**config.mk**
```make
export PLATFORM = sky130hd
export DESIGN_NAME = jtag_regs
export DESIGN_NICKNAME = d
export VERILOG_FILES = /design/src/rtl/jtag_regs.sv
export SDC_FILE = /design/constraint.sdc
export NUM_CORES = 1
export LEC_CHECK = 0
export ABC_CLOCK_PERIOD_IN_PS = 1800
export BUFFER_PORTS_ARGS = -buffer_cell sky130_fd_sc_hd__buf_2
export CORE_MARGIN = 4
export CORE_UTILIZATION = 50
export DETAILED_ROUTE_END_ITERATION = 10
export PLACE_DENSITY = 0.75
export SLEW_MARGIN = 20
export SYNTH_ARGS = -nofsm -noshare
export SYNTH_HDL_FRONTEND = slang
export SYNTH_SLANG_ARGS = --single-unit
```
**constraint.sdc**
```tcl
create_clock -name tck -period 1.8 [get_ports tck]
set_input_delay 0.09 -clock tck [delete_from_list [all_inputs] [get_ports tck]]
set_output_delay 0.09 -clock tck [all_outputs]
set_load 0.005 [all_outputs]
```
**src/rtl/jtag_regs.sv**
```systemverilog
// JTAG TAP data/instruction registers (IR, BYPASS, IDCODE, USER) driven by an external TAP state code.
// Optional macro JTAG_REGS_TDO_NEGEDGE_EN registers tdo/tdo_oe on the falling edge of tck.
module jtag_regs #(
  parameter int          IR_W       = 4,
  parameter logic [31:0] IDCODE_VAL = 32'h1000_0A5B,
  parameter int          USER_W     = 32
) (
  input  logic              tck,
  input  logic              trst,
  input  logic              tdi,
  input  logic [3:0]        state_in,
  output logic              tdo,
  output logic              tdo_oe,
  output logic [IR_W-1:0]   ir_out,
  input  logic [USER_W-1:0] user_rdata,
  output logic [USER_W-1:0] user_wdata,
  output logic              user_wr
);

  typedef enum logic [3:0] {
    TEST_LOGIC_RESET = 4'd0,  RUN_TEST_IDLE = 4'd1,  SELECT_DR = 4'd2,  CAPTURE_DR = 4'd3,
    SHIFT_DR         = 4'd4,  EXIT1_DR      = 4'd5,  PAUSE_DR  = 4'd6,  EXIT2_DR   = 4'd7,
    UPDATE_DR        = 4'd8,  SELECT_IR     = 4'd9,  CAPTURE_IR = 4'd10, SHIFT_IR  = 4'd11,
    EXIT1_IR         = 4'd12, PAUSE_IR      = 4'd13, EXIT2_IR   = 4'd14, UPDATE_IR = 4'd15
  } tap_state_e;

  localparam logic [IR_W-1:0] INS_IDCODE = IR_W'(1);
  localparam logic [IR_W-1:0] INS_USER   = IR_W'(2);
  localparam logic [IR_W-1:0] IR_CAPTURE = IR_W'(2'b01);
  // IEEE 1149.1 requires the IDCODE LSB to be 1 regardless of the parameter
  localparam logic [31:0]     ID_CAP     = {IDCODE_VAL[31:1], 1'b1};

  tap_state_e         st;
  logic [IR_W-1:0]    ir, ir_sr;
  logic               bypass;
  logic [31:0]        id_sr;
  logic [USER_W-1:0]  usr_sr;
  logic               sel_id, sel_usr;
  logic               tdo_c, tdo_oe_c;

  assign st      = tap_state_e'(state_in);
  assign sel_id  = (ir == INS_IDCODE);
  assign sel_usr = (ir == INS_USER);
  assign ir_out  = ir;

  always_ff @(posedge tck or negedge trst) begin
    if (!trst) begin
      ir         <= INS_IDCODE;
      ir_sr      <= '0;
      bypass     <= 1'b0;
      id_sr      <= '0;
      usr_sr     <= '0;
      user_wdata <= '0;
      user_wr    <= 1'b0;
    end else begin
      user_wr <= 1'b0;
      case (st)
        TEST_LOGIC_RESET: ir <= INS_IDCODE;
        CAPTURE_IR:       ir_sr <= IR_CAPTURE;
        SHIFT_IR:         ir_sr <= {tdi, ir_sr[IR_W-1:1]};
        UPDATE_IR:        ir <= ir_sr;
        CAPTURE_DR: begin
          if (sel_id)       id_sr  <= ID_CAP;
          else if (sel_usr) usr_sr <= user_rdata;
          else              bypass <= 1'b0;
        end
        SHIFT_DR: begin
          if (sel_id)       id_sr  <= {tdi, id_sr[31:1]};
          else if (sel_usr) usr_sr <= {tdi, usr_sr[USER_W-1:1]};
          else              bypass <= tdi;
        end
        UPDATE_DR: begin
          if (sel_usr) begin
            user_wdata <= usr_sr;
            user_wr    <= 1'b1;
          end
        end
        default: ;
      endcase
    end
  end

  always_comb begin
    tdo_c = 1'b0;
    case (st)
      SHIFT_IR: tdo_c = ir_sr[0];
      SHIFT_DR: tdo_c = sel_id ? id_sr[0] : (sel_usr ? usr_sr[0] : bypass);
      default:  tdo_c = 1'b0;
    endcase
  end

  assign tdo_oe_c = (st == SHIFT_DR) || (st == SHIFT_IR);

`ifdef JTAG_REGS_TDO_NEGEDGE_EN
  always_ff @(negedge tck or negedge trst) begin
    if (!trst) begin
      tdo    <= 1'b0;
      tdo_oe <= 1'b0;
    end else begin
      tdo    <= tdo_c;
      tdo_oe <= tdo_oe_c;
    end
  end
`else
  assign tdo    = tdo_c;
  assign tdo_oe = tdo_oe_c;
`endif

endmodule

```
* Word level (Yosys, flattened, before mapping) *
Cells that the tools add are included.
W data, S select, Z words.

storage, ports and cells
  memory bits (writable) = 0
  ROM bits = 0
  output and inout port bits = 39
  input port bits = 39
  bits in latches = 0
  memories kept = 0
  flip-flop bits (word level) = 106

cells by class
  reductions and logical operators = 9
  eq/ne operators = 16
  shift operators = 0
  magnitude comparators = 0
  $add $sub $neg = 0
  multiply operators = 0
  divide/modulo/power cells = 0
  bitwise gates (word level) = 0
  mux-type cells = 20

operator list
  cell                  number
  $mux W32              6
  $pmux W32 S2          2
  $eq A4 B4 Y1 const B  4
  $ne A2 B2 Y1 const B  8
  $pmux W4 S2           2
  $reduce_and A5 Y1     2
  $eq A4 B2 Y1 const B  2
  $mux W1               8
  $reduce_bool A2 Y1    3
  $eq A4 B1 Y1 const B  1
  $eq A4 B3 Y1 const B  1
  $logic_not A4 Y1      1
  $pmux W1 S2           2
  $reduce_and A3 Y1     1
  $reduce_and A2 Y1     1
  $logic_or A1 B1 Y1    1

* Logic depth before layout (Yosys ltp) *
  depth in word-level cells = 4
  mapped depth = 5
  depth with buffers taken out = 3

* Least setup slack after synthesis *
No wires, ideal clock.

  kind = register to register
  start point = register ir[3], in the netlist ir_out[3]
  end point = register usr_sr[10]
  period minus slack after synthesis = 1.957 ns
  data required time = 1.675 ns
  arrival time = 1.832 ns
  stages on the path, launching flop included = 5
  slack = -0.157 ns
  setup time = 0.125 ns
  path through = dfrtp_1 or4b_1 a211oi_4 buf_4 mux2_2

between the ends
  word-level cells in the longest chain between the ends = 3

ends and longest elaborated chain
  element                                              RTL line  source
  from (decl)                                          34        logic [IR_W-1:0] ir, ir_sr;
  from (signal assigned)                               61        UPDATE_IR: ir <= ir_sr;
  $eq A4 B2 Y1 / $eq A4 B1 Y1 (equally long branches)  43, 42
  $ne A2 B2 Y1 (no line)                               -
  $reduce_and A5 Y1 (no line) (*)                      -
  to (signal assigned)                                 64        else if (sel_usr) usr_sr <= user_rdata;
  to (signal assigned)                                 69        else if (sel_usr) usr_sr <= {tdi, usr_sr[USER_W-1:1]};
  to (decl)                                            37        logic [USER_W-1:0] usr_sr;

Every way passes the cells marked *; elsewhere a longest branch is shown, timed or not.
A chain may end at the register's enable or synchronous reset.

* Final worst setup path *
  start point = register ir[2], in the netlist ir_out[2]
  end point = register usr_sr[12]

The elaborated chain is that of the path after synthesis.

==> flow_summary.toml <==
[yosys]
syn_area_per_cell_um2 = 14.4
netlist_area_um2 = 4490
ys_seq_elements = 106
synth_cell_types = 38
synth_top_area_frac = 0.585
yosys.area.top_type = "dfrtp_1"
synth.net_count = 352
synth.area.top_cells = "dfrtp_1, mux2_2, a22o_1, o22a_1, buf_2"
yosysSeqAreaShare = 0.590
yosysWarnings = 0
syn_inst = 313

[detailed_routing]
met1Wirelength_um = 4330
drt_pass1_iterations = 4
vias = 3031
wl_met2_um = 4830
vias_per_cell = 5.71
remaining_drc_errors = 0
wl_um = 9820
ant_nets = 0
dr_wl_met3_um = 481
wire_per_inst_um = 18.5
drtIter0Drc = 130
maxUsedRoutingLayer = "met4"

[placed_design]
place.port_buffers = 77
place_congestion = 0.885
dp.final_hpwl_um = 6140

[sta]
setup_viol = 41
worst_pin_slew_ns = 0.391
finalCritPeriodShare = 1.09
finalHoldViolCount = 0
holdWs_ns = 0.0311
finalCriticalPeriod_ns = 1.97
rsz0062_at_grt = "yes"
fin_ws_ns = -0.169
slew_viol_final = 0
tns_ns = -5.31
clock-skew-final_ns = 0.0184
clock.fmax_ghz = 0.508
max-slew-margin-rel = 0.739

[cts]
cts.htree.levels = 3
path_clk_slew_ns = 0.11
cts-root-buf = "clkbuf_8"
clock_latency_ns = 0.37
clock-sinks = 106
cts_buffers = 9
cts_tree = "yes"
clock_path_buffers = 2

[critical_path]
arrival_ns = 2.23
path_max_fanout = 8
worstSetupEndpointType = "flop"
setup.worst_path.start_class = "flop"
worst-r2r-setup-slack_ns = -0.17
cp.required_ns = 2.06
ff2ff_path_depth = 5
crit_type = "reg2reg"
r2r-start = "ir_out[2]"
setup.worst_path.start = "ir_out[2]"
crit_path_end = "usr_sr[12]"
r2r_end = "usr_sr[12]"

[global_routing]
antenna_found_initial = 0
grt_pass1_wl_um = 15600
grt_max_degree = 52
grt_overflow = 0
grt_pass1_vias = 3053
gr-usage-all-layers = 0.192

[pwr]
cellLeakagePower_nw = 2.86
powerDensity_nw_per_um2 = 828
ir_drop_v = 0.000571
fin_total_pwr_w = 0.00473

[run_status]
status = "finished, violations left"
violations = "negative setup slack"

[job]
drv_cap = 0

[die]
ios = 78
initial_utilization = 0.515
rows = 34
die_x_um = 103
die_y_um = 103
core_area_um2 = 8720
die_area_um2 = 10600

[layout]
antenna_cells = 0
area.growth.synth_to_final_pct = 27.1
final_layout_size_suffix_gt1_frac = 0.567
layout.nets = 457

[worst_hold_path]
hp-class = "in2reg"
whs_path_depth = 3
layout by cell type (no fill, tap or decap), types with 2 or more instances in the layout:
master / count
a21oi_1: 6
o21ai_0: 3
buf_16: 2
clkinv_4: 3
nor3b_1: 2
inv_1: 4
inv_8: 2
clkbuf_16: 2
nor2b_1: 2
nand4_1: 2
buf_2: 76
nand3b_1: 2
buf_4: 21
nor4b_4: 2
o22a_1: 8
a22o_1: 23
or2_2: 2
buf_6: 6
a32o_1: 2
dfrtp_2: 2
mux2_2: 64
dfrtp_1: 103
mux2_4: 32
a211oi_4: 2
o22ai_1: 4
nand2_1: 6
or4b_4: 2
buf_12: 4
nor2_1: 6
clkbuf_8: 9
metal layers:
| metal | global-route usage | up-vias |
|---|---|---|
| li1 | - | 1374 |
| met1 | 0.256 | 1553 |
| met2 | 0.310 | 88 |
| met3 | 0.0582 | 16 |
| met4 | 0.0508 | 0 |
| met5 | 0 | - |
how the worst min path moves through the flow:
stage          slack (ns)  startpoint   endpoint
6_report             0.03         tdi   ir_sr[3]
5_1_grt              0.02         tdi   ir_sr[3]
4_1_cts              0.02         tdi   ir_sr[3]
3_5_place_dp         0.04        trst  id_sr[23]
3_3_place_gp         0.03        trst  id_sr[22]
2_1_floorplan       -0.21        trst     bypass
cell families after synthesis:
family / count (synthesis) / share of synthesized area
mux: 96 / 0.241
simple gates: 35 / 0.0482
buf+inv: 22 / 0.0231
compound gates: 54 / 0.0977
flops: 106 / 0.590
critical path, cell delays in order (launching register included):
cell       delay [ns]
dfrtp_2          0.42
or4b_4           0.54
a211oi_4         0.27
buf_6            0.17
clkbuf_16        0.17
mux2_4           0.30
stage by stage:
stage | util | area, µm² | worst slack, ns | instances
4_1_cts | 0.639 | 5570 | -0.126 | 526
5_1_grt | 0.655 | 5710 | -0.192 | 531
2_1_floorplan | - | 4520 | -0.151 | 313
3_5_place_dp | 0.594 | 5180 | -0.140 | 503
3_3_place_gp | 0.594 | 5180 | -0.101 | 503
6_report | 0.655 | 5710 | -0.169 | 531
flip-flops by register name, summed over array words and instances (netlist names):
| name | count |
|---|---|
| user_wr | 1 |
| id_sr | 32 |
| usr_sr | 32 |
| user_wdata | 32 |
| ir_sr | 4 |
| ir_out | 4 |
| bypass | 1 |
repair_timing:
action                     CTS  global route
pin swaps                    4            11
hold endpoints to repair    26             0
setup endpoints to repair   73            97
buffers inserted             4             3
hold buffers                 1             0
resized for setup           33            16
gates cloned                 2             2
power by group:
part | leakage, nW | switching [W] | internal, W | total (W)
clock network | 0.0949 | 0.000844 | 0.000536 | 0.00138
logic | 1.34 | 0.000255 | 0.000362 | 0.000617
registers | 1.42 | 0.000143 | 0.00259 | 0.00273
cell usage after synthesis (all sizes together):
| cell | instances |
|---|---|
| nor4b | 3 |
| nand4 | 2 |
| a31o | 1 |
| nand3 | 1 |
| a32o | 2 |
| inv | 4 |
| a211oi | 2 |
| a21oi | 6 |
| o22a | 8 |
| o211ai | 1 |
| clkbuf | 7 |
| nand3b | 2 |
| and2 | 1 |
| nor3b | 2 |
| or3b | 1 |
| and3 | 1 |
| nor2b | 2 |
| mux2 | 96 |
| or3 | 1 |
| or2 | 2 |
| a22o | 23 |
| nor4 | 1 |
| dfrtp | 105 |
| or4b | 2 |
| nor2 | 6 |
| o21a | 1 |
| o31ai | 1 |
| o22ai | 4 |
| dfstp | 1 |
| and3b | 1 |
| o21ai | 4 |
| buf | 11 |
| nand2 | 7 |
| o2111ai | 1 |
final cells by class:
| class | count | area [µm²] |
|---|---|---|
| clock buffer | 10 | 128 |
| multi-input combinational | 185 | 1920 |
| clock inverter | 6 | 57.6 |
| tap | 108 | 135 |
| inverter | 4 | 15.0 |
| timing repair buffer | 112 | 801 |
| fill | 606 | 3010 |
| sequential | 106 | 2660 |
(Power assumes the default switching activity.)
